==> config.mk <==
export PLATFORM = sky130hd
export DESIGN_NAME = powerup_manager
export DESIGN_NICKNAME = d
export VERILOG_FILES = /design/src/rtl/powerup_pkg.sv /design/src/rtl/powerup_slot.sv /design/src/rtl/powerup_manager.sv
export SDC_FILE = /design/constraint.sdc
export NUM_CORES = 2
export LEC_CHECK = 0
export BUFFER_PORTS_ARGS = -buffer_cell sky130_fd_sc_hd__buf_4
export CORE_MARGIN = 10
export CORE_UTILIZATION = 50
export CTS_CLUSTER_DIAMETER = 150
export DETAILED_ROUTE_END_ITERATION = 8
export PLACE_DENSITY = 0.67
export RECOVER_POWER = 25
export SYNTH_ARGS = -nofsm -noshare
export SYNTH_HDL_FRONTEND = slang
export SYNTH_HIERARCHICAL = 1
export SYNTH_SLANG_ARGS = --single-unit
==> constraint.sdc <==
create_clock -name clock -period 6.9 [get_ports clock]
set_input_delay 1.035 -clock clock [delete_from_list [all_inputs] [get_ports clock]]
set_output_delay 1.035 -clock clock [all_outputs]
set_load 0.05 [all_outputs]
==> src/rtl/powerup_pkg.sv <==
// ============================================================================
// powerup_pkg : shared slot states, register offsets and hidden coordinate
// Revision    : 1.0
// ============================================================================
`default_nettype none

package powerup_pkg;

    localparam logic [1:0] ST_IDLE   = 2'd0;
    localparam logic [1:0] ST_ARMED  = 2'd1;
    localparam logic [1:0] ST_ACTIVE = 2'd2;

    localparam int OFF_X          = 0;
    localparam int OFF_Y          = 1;
    localparam int OFF_STAT       = 2;
    localparam int OFF_STAGE      = 3;
    localparam int WORDS_PER_SLOT = 4;

    // Sliced down to COORD_W at the point of use; moves the sprite off-screen.
    localparam logic [63:0] HIDDEN_COORD = {64{1'b1}};

endpackage

`default_nettype wire

==> src/rtl/powerup_slot.sv <==
// ============================================================================
// powerup_slot : one power-up slot - position, state, pickup detect, timer
// Revision     : 1.0
// ============================================================================
`default_nettype none

module powerup_slot
    import powerup_pkg::*;
#(
    parameter int NUM_PLAYERS = 2,
    parameter int COORD_W     = 32,
    parameter int SPRITE_W    = 25,
    parameter int SPRITE_H    = 25,
    parameter int TICK_DIV    = 100000000,
    parameter int NUM_STAGES  = 8
) (
    input  logic                           clock,
    input  logic                           reset,
    input  logic                           wr_x,
    input  logic                           wr_y,
    input  logic                           wr_cancel,
    input  logic [COORD_W-1:0]             wcoord,
    input  logic [NUM_PLAYERS*COORD_W-1:0] player_x,
    input  logic [NUM_PLAYERS*COORD_W-1:0] player_y,
    output logic [1:0]                     state,
    output logic [COORD_W-1:0]             pos_x,
    output logic [COORD_W-1:0]             pos_y,
    output logic [COORD_W-1:0]             disp_x,
    output logic [COORD_W-1:0]             disp_y,
    output logic [2:0]                     holder,
    output logic [31:0]                    stage,
    output logic                           pickup
);

    localparam int TICK_W  = (TICK_DIV > 1) ? $clog2(TICK_DIV) : 1;
    localparam int STAGE_W = $clog2(NUM_STAGES + 1);
    localparam logic [TICK_W-1:0]  TICK_LAST = TICK_W'(TICK_DIV - 1);
    localparam logic [COORD_W:0]   EXT_W     = (COORD_W+1)'(SPRITE_W);
    localparam logic [COORD_W:0]   EXT_H     = (COORD_W+1)'(SPRITE_H);

    logic [1:0]         state_q,  state_d;
    logic [COORD_W-1:0] x_q,      x_d;
    logic [COORD_W-1:0] y_q,      y_d;
    logic [2:0]         holder_q, holder_d;
    logic [TICK_W-1:0]  tick_q,   tick_d;
    logic [STAGE_W-1:0] stage_q,  stage_d;
    logic               pickup_q, pickup_d;

    logic [NUM_PLAYERS-1:0] overlap;
    logic                   hit;
    logic [2:0]             hit_idx;

    // Sums carry one extra bit so a sprite near the top of the range cannot wrap.
    for (genvar p = 0; p < NUM_PLAYERS; p++) begin : g_overlap
        logic [COORD_W:0] px, py, ux, uy;
        assign px = {1'b0, player_x[p*COORD_W +: COORD_W]};
        assign py = {1'b0, player_y[p*COORD_W +: COORD_W]};
        assign ux = {1'b0, x_q};
        assign uy = {1'b0, y_q};
        assign overlap[p] = (px <= ux + EXT_W) && (ux <= px + EXT_W) &&
                            (py <= uy + EXT_H) && (uy <= py + EXT_H);
    end

    always_comb begin
        hit     = 1'b0;
        hit_idx = 3'd0;
        for (int p = NUM_PLAYERS - 1; p >= 0; p--) begin
            if (overlap[p]) begin
                hit     = 1'b1;
                hit_idx = 3'(p);
            end
        end
    end

    always_comb begin
        state_d  = state_q;
        x_d      = x_q;
        y_d      = y_q;
        holder_d = holder_q;
        tick_d   = tick_q;
        stage_d  = stage_q;
        pickup_d = 1'b0;
        if (wr_cancel) begin
            state_d  = ST_IDLE;
            holder_d = 3'd0;
            tick_d   = '0;
            stage_d  = '0;
        end else begin
            case (state_q)
                ST_ARMED: begin
                    if (hit) begin
                        state_d  = ST_ACTIVE;
                        holder_d = hit_idx;
                        stage_d  = STAGE_W'(NUM_STAGES);
                        tick_d   = '0;
                        pickup_d = 1'b1;
                    end else begin
                        if (wr_x) x_d = wcoord;
                        if (wr_y) y_d = wcoord;
                    end
                end
                ST_ACTIVE: begin
                    if (wr_x) x_d = wcoord;
                    if (wr_y) y_d = wcoord;
                    if (tick_q == TICK_LAST) begin
                        tick_d  = '0;
                        stage_d = stage_q - 1'b1;
                        if (stage_q == STAGE_W'(1)) state_d = ST_IDLE;
                    end else begin
                        tick_d = tick_q + 1'b1;
                    end
                end
                default: begin
                    if (wr_x) x_d = wcoord;
                    if (wr_y) begin
                        y_d     = wcoord;
                        state_d = ST_ARMED;
                    end
                end
            endcase
        end
    end

    always_ff @(posedge clock or negedge reset) begin
        if (!reset) begin
            state_q  <= ST_IDLE;
            x_q      <= '0;
            y_q      <= '0;
            holder_q <= 3'd0;
            tick_q   <= '0;
            stage_q  <= '0;
            pickup_q <= 1'b0;
        end else begin
            state_q  <= state_d;
            x_q      <= x_d;
            y_q      <= y_d;
            holder_q <= holder_d;
            tick_q   <= tick_d;
            stage_q  <= stage_d;
            pickup_q <= pickup_d;
        end
    end

    assign state  = state_q;
    assign pos_x  = x_q;
    assign pos_y  = y_q;
    assign disp_x = (state_q == ST_ARMED) ? x_q : HIDDEN_COORD[COORD_W-1:0];
    assign disp_y = (state_q == ST_ARMED) ? y_q : HIDDEN_COORD[COORD_W-1:0];
    assign holder = holder_q;
    assign stage  = 32'(stage_q);
    assign pickup = pickup_q;

endmodule

`default_nettype wire

==> src/rtl/powerup_manager.sv <==
// ============================================================================
// powerup_manager : bus-mapped array of power-up slots with per-player effects
// Revision        : 1.0
// ============================================================================
`default_nettype none

module powerup_manager
    import powerup_pkg::*;
#(
    parameter int NUM_PLAYERS  = 2,
    parameter int NUM_POWERUPS = 2,
    parameter int COORD_W      = 32,
    parameter int SPRITE_W     = 25,
    parameter int SPRITE_H     = 25,
    parameter int TICK_DIV     = 100000000,
    parameter int NUM_STAGES   = 8,
    parameter int AW           = 17,
    parameter int BASE_ADDR    = 4300
) (
    input  logic                            clock,
    input  logic                            reset,
    input  logic [AW-1:0]                   addr,
    input  logic                            wren,
    input  logic [31:0]                     wdata,
    output logic [31:0]                     rdata,
    input  logic [NUM_PLAYERS*COORD_W-1:0]  player_x,
    input  logic [NUM_PLAYERS*COORD_W-1:0]  player_y,
    output logic [NUM_POWERUPS*COORD_W-1:0] powerup_x,
    output logic [NUM_POWERUPS*COORD_W-1:0] powerup_y,
    output logic [NUM_PLAYERS*NUM_POWERUPS-1:0] effect,
    output logic [NUM_POWERUPS-1:0]         pickup
);

    localparam int SLOT_WORDS = WORDS_PER_SLOT * NUM_POWERUPS;
    localparam int WIN_WORDS  = SLOT_WORDS + NUM_PLAYERS;

    logic [AW-1:0]      off;
    logic               in_win;
    logic               wr_en;
    logic [COORD_W-1:0] wcoord;
    logic [31:0]        rdata_q, rdata_d;

    logic [1:0]         slot_state  [NUM_POWERUPS];
    logic [COORD_W-1:0] slot_x      [NUM_POWERUPS];
    logic [COORD_W-1:0] slot_y      [NUM_POWERUPS];
    logic [2:0]         slot_holder [NUM_POWERUPS];
    logic [31:0]        slot_stage  [NUM_POWERUPS];
    logic [NUM_POWERUPS-1:0] held   [NUM_PLAYERS];

    assign off    = addr - AW'(BASE_ADDR);
    assign in_win = (addr >= AW'(BASE_ADDR)) && (off < AW'(WIN_WORDS));
    assign wr_en  = wren && in_win;
    assign wcoord = COORD_W'(wdata);

    for (genvar k = 0; k < NUM_POWERUPS; k++) begin : g_slot
        localparam int SB = WORDS_PER_SLOT * k;
        logic [COORD_W-1:0] disp_x, disp_y;

        powerup_slot #(
            .NUM_PLAYERS (NUM_PLAYERS),
            .COORD_W     (COORD_W),
            .SPRITE_W    (SPRITE_W),
            .SPRITE_H    (SPRITE_H),
            .TICK_DIV    (TICK_DIV),
            .NUM_STAGES  (NUM_STAGES)
        ) u_slot (
            .clock     (clock),
            .reset     (reset),
            .wr_x      (wr_en && (off == AW'(SB + OFF_X))),
            .wr_y      (wr_en && (off == AW'(SB + OFF_Y))),
            .wr_cancel (wr_en && (off == AW'(SB + OFF_STAT))),
            .wcoord    (wcoord),
            .player_x  (player_x),
            .player_y  (player_y),
            .state     (slot_state[k]),
            .pos_x     (slot_x[k]),
            .pos_y     (slot_y[k]),
            .disp_x    (disp_x),
            .disp_y    (disp_y),
            .holder    (slot_holder[k]),
            .stage     (slot_stage[k]),
            .pickup    (pickup[k])
        );

        assign powerup_x[k*COORD_W +: COORD_W] = disp_x;
        assign powerup_y[k*COORD_W +: COORD_W] = disp_y;
    end

    for (genvar p = 0; p < NUM_PLAYERS; p++) begin : g_player
        for (genvar k = 0; k < NUM_POWERUPS; k++) begin : g_held
            assign held[p][k] = (slot_state[k] == ST_ACTIVE) && (slot_holder[k] == 3'(p));
            assign effect[p*NUM_POWERUPS + k] = held[p][k];
        end
    end

    // Reads see pre-edge state, so a same-cycle write is not yet visible.
    always_comb begin
        rdata_d = rdata_q;
        if (in_win) begin
            rdata_d = 32'd0;
            for (int k = 0; k < NUM_POWERUPS; k++) begin
                if (off == AW'(WORDS_PER_SLOT*k + OFF_X))     rdata_d = 32'(slot_x[k]);
                if (off == AW'(WORDS_PER_SLOT*k + OFF_Y))     rdata_d = 32'(slot_y[k]);
                if (off == AW'(WORDS_PER_SLOT*k + OFF_STAT))  rdata_d = {21'd0, slot_holder[k], 6'd0, slot_state[k]};
                if (off == AW'(WORDS_PER_SLOT*k + OFF_STAGE)) rdata_d = slot_stage[k];
            end
            for (int p = 0; p < NUM_PLAYERS; p++) begin
                if (off == AW'(SLOT_WORDS + p)) rdata_d = 32'(held[p]);
            end
        end
    end

    always_ff @(posedge clock or negedge reset) begin
        if (!reset) rdata_q <= 32'd0;
        else        rdata_q <= rdata_d;
    end

    assign rdata = rdata_q;

endmodule

`default_nettype wire

==> impl_metrics.ini <==
[sta]
relSlewSlack = -2.70
worstMarginPinSlew_ns = 5.56
fmax_mhz = 154
drv_slew = 102
finClkSkew_ns = 0.0111
layout_setup_ws_ns = 0.419
min_period_ns = 6.48
rsz0062_at_grt = no
hold_viol_final = 0
fin_setup_tns_ns = 0
fin_crit_sh = 0.939
finalSetupViolCount = 0

[place]
pre_cts_ws_ns = 0.126
port_buffers = 345
placed_cells = 4902
place_congestion = 1.05
dp_hpwl_um = 105000

[power]
p_per_area_mw_per_mm2 = 202
leakage_nw = 16.6
ir_drop_v = 0.000359

[floorplanning]
dieHeight_um = 272
boundaryPins = 346
dieArea_mm2 = 0.0740
rows = 92
core_mm2 = 0.0630
dieWidth_um = 272
start_util = 0.504

[routing]
drt-wirelength-per-cell_um = 26.4
drt_pre_antenna_iters = 6
wl_um = 131000
drtIter0Drc = 3628
avgViaCountPerCell = 6.42
vias = 31800
ant_nets = 0
drc = 0

[critical_path]
cp-start-kind = input pin
critical_path.endpoint_type = register
reg2reg_from = g_slot[1].u_slot/pos_x[2]
required_ns = 7.33
crit_start = player_y[33]
critical_path.max_fanout = 13
arrival_ns = 6.91
path_class = input pin to register

[synth]
ys.flop_type = dfrtp_1
ys_seq_area_frac = 0.181
synth_area_per_cell_um2 = 8.53
syn_area_mm2 = 0.0318
synth_most_common_cell = ha_1
ys_ff_latch = 230
synth_top_area_frac = 0.206
ys_types = 113
ys_warn_count = 6
synth_edf_count = 0
async_flop_share = 1.00
synth_commonest_cells = ha_1, nand2_1, nand3_1
synthTopCellsByArea = ha_1, dfrtp_1, xor2_1
synth_top_cell_by_area = ha_1
syn_inst = 3723

[run_status]
status = finished, violations left
violations = capacitance limit, slew limit

[cts]
clock_latency_ns = 0.53
cts_tree = done
cts_inserted_buffers = 27
postCtsSetupBuffers = 0
clockBufferDepth = 3
ctsResizeCount = 0
clkTransAtPathRegs_ns = 0.06
cts.root.buffer_cell = clkbuf_16
htree_levels = 1
clock_sinks = 230
cts_hold_buf = 0

[global_routing]
grt_usage = 0.338
grt_pass1_vias = 29900
antenna_found_initial = 14
grt.overflow.total = 0
grt_first_pass_wirelength_um = 194000
grt_max_degree = 102

[min_path]
hold_path_class = register to register
min-delay-start = rdata[30]

[final_layout]
nets = 4787
area_growth_pct = 13.8
final_layout_size_suffix_gt1_frac = 0.156
layoutNonFillerInstCount = 4959

[job]
maxCapViolations = 1
-- metrics by stage --
stage | hold slack (ns) | utilization | total power, mW | area [µm²]
global route | 0.502 | 0.574 | 7.59 | 36100
global placement | 0.456 | 0.560 | 5.78 | 35200
finish | 0.480 | 0.574 | 7.30 | 36200
detailed placement | 0.466 | 0.560 | 5.80 | 35200
floorplan | 0.437 | - | 4.30 | 32000
CTS | 0.481 | 0.574 | 7.28 | 36100
-- cell usage in the layout (no fill, tap or decap), types with 134 or more instances in the layout --
master,count
a21oi_1,206
xor2_1,228
nand2_1,338
nor2_1,193
ha_1,520
dfrtp_1,230
nand2b_1,147
nand3_1,257
xnor2_1,134
nand4_1,166
buf_4,427
-- sequential cells by signal, indices dropped and copies added, names as in the netlist --
register and cells:
rdata 32, g_slot.u_slot/state 4, g_slot.u_slot/pos_x 64, g_slot.u_slot/stage_q 8, g_slot.u_slot/tick_q 54, g_slot.u_slot/pickup 2, g_slot.u_slot/pos_y 64, g_slot.u_slot/holder 2
-- per-layer routing --
| metal | wire length (µm) | GRT usage |
|---|---|---|
| met1 | 52900 | 0.447 |
| met5 | 77 | 0 |
| met2 | 57400 | 0.527 |
| met4 | 7130 | 0.159 |
| met3 | 13500 | 0.0625 |
-- final cells by class --
cell class                 instances  area, µm²
timing repair buffer             432       3290
sequential                       230       5760
inverter                          98        368
fill                            5842      26800
antenna                            9       22.5
multi-input combinational       3296      24800
clock buffer                      35        746
clock inverter                    13        159
tap                              846       1060
-- cell families after synthesis --
kind of cell | after synthesis | synth area share
adder cells (fa/ha/maj) | 523 | 0.206
AND/OR/NAND/NOR | 1447 | 0.241
AO/OA/AOI/OAI | 700 | 0.150
multiplexers | 198 | 0.0709
XOR/XNOR | 368 | 0.104
buffers and inverters | 255 | 0.0473
other | 2 | 0.000236
flip-flops | 230 | 0.181
-- final timing paths --
check	endpoint	slack, ns	cells past startpoint
max	g_slot[1].u_slot/stage_q[0]	0.42	21
min	rdata[30]	0.48	2
max reg2reg	g_slot[1].u_slot/stage_q[0]	0.58	22
min reg2reg	rdata[30]	0.48	2
max in group asynchronous	g_slot[0].u_slot/pos_x[13]	1.23	1
min in group asynchronous	g_slot[1].u_slot/tick_q[20]	2.55	1
-- power breakdown --
group          switching [mW]  internal (mW)  total, mW  leakage, nW
registers              0.0608           1.39       1.45         3.19
logic                    3.17           1.20       4.37         13.0
clock network           0.598          0.876       1.47        0.443
-- worst max-delay path, stage by stage --
cell and delay (ns):
buf_4 0.13, ha_1 0.21, a211o_1 0.20, nor2b_1 0.38
and3_1 0.33, nand4_1 0.25, nor2_1 0.18, xnor2_1 0.14
ha_1 0.28, a21oi_1 0.18, o21ai_0 0.13, a211oi_1 0.34
o2111ai_1 0.21, nor4_1 0.92, o22ai_1 0.37, a211oi_1 0.55
nor3_2 0.13, buf_12 0.18, buf_4 0.17, or4_1 0.49
o31ai_1 0.09
(Power assumes the default switching activity.)
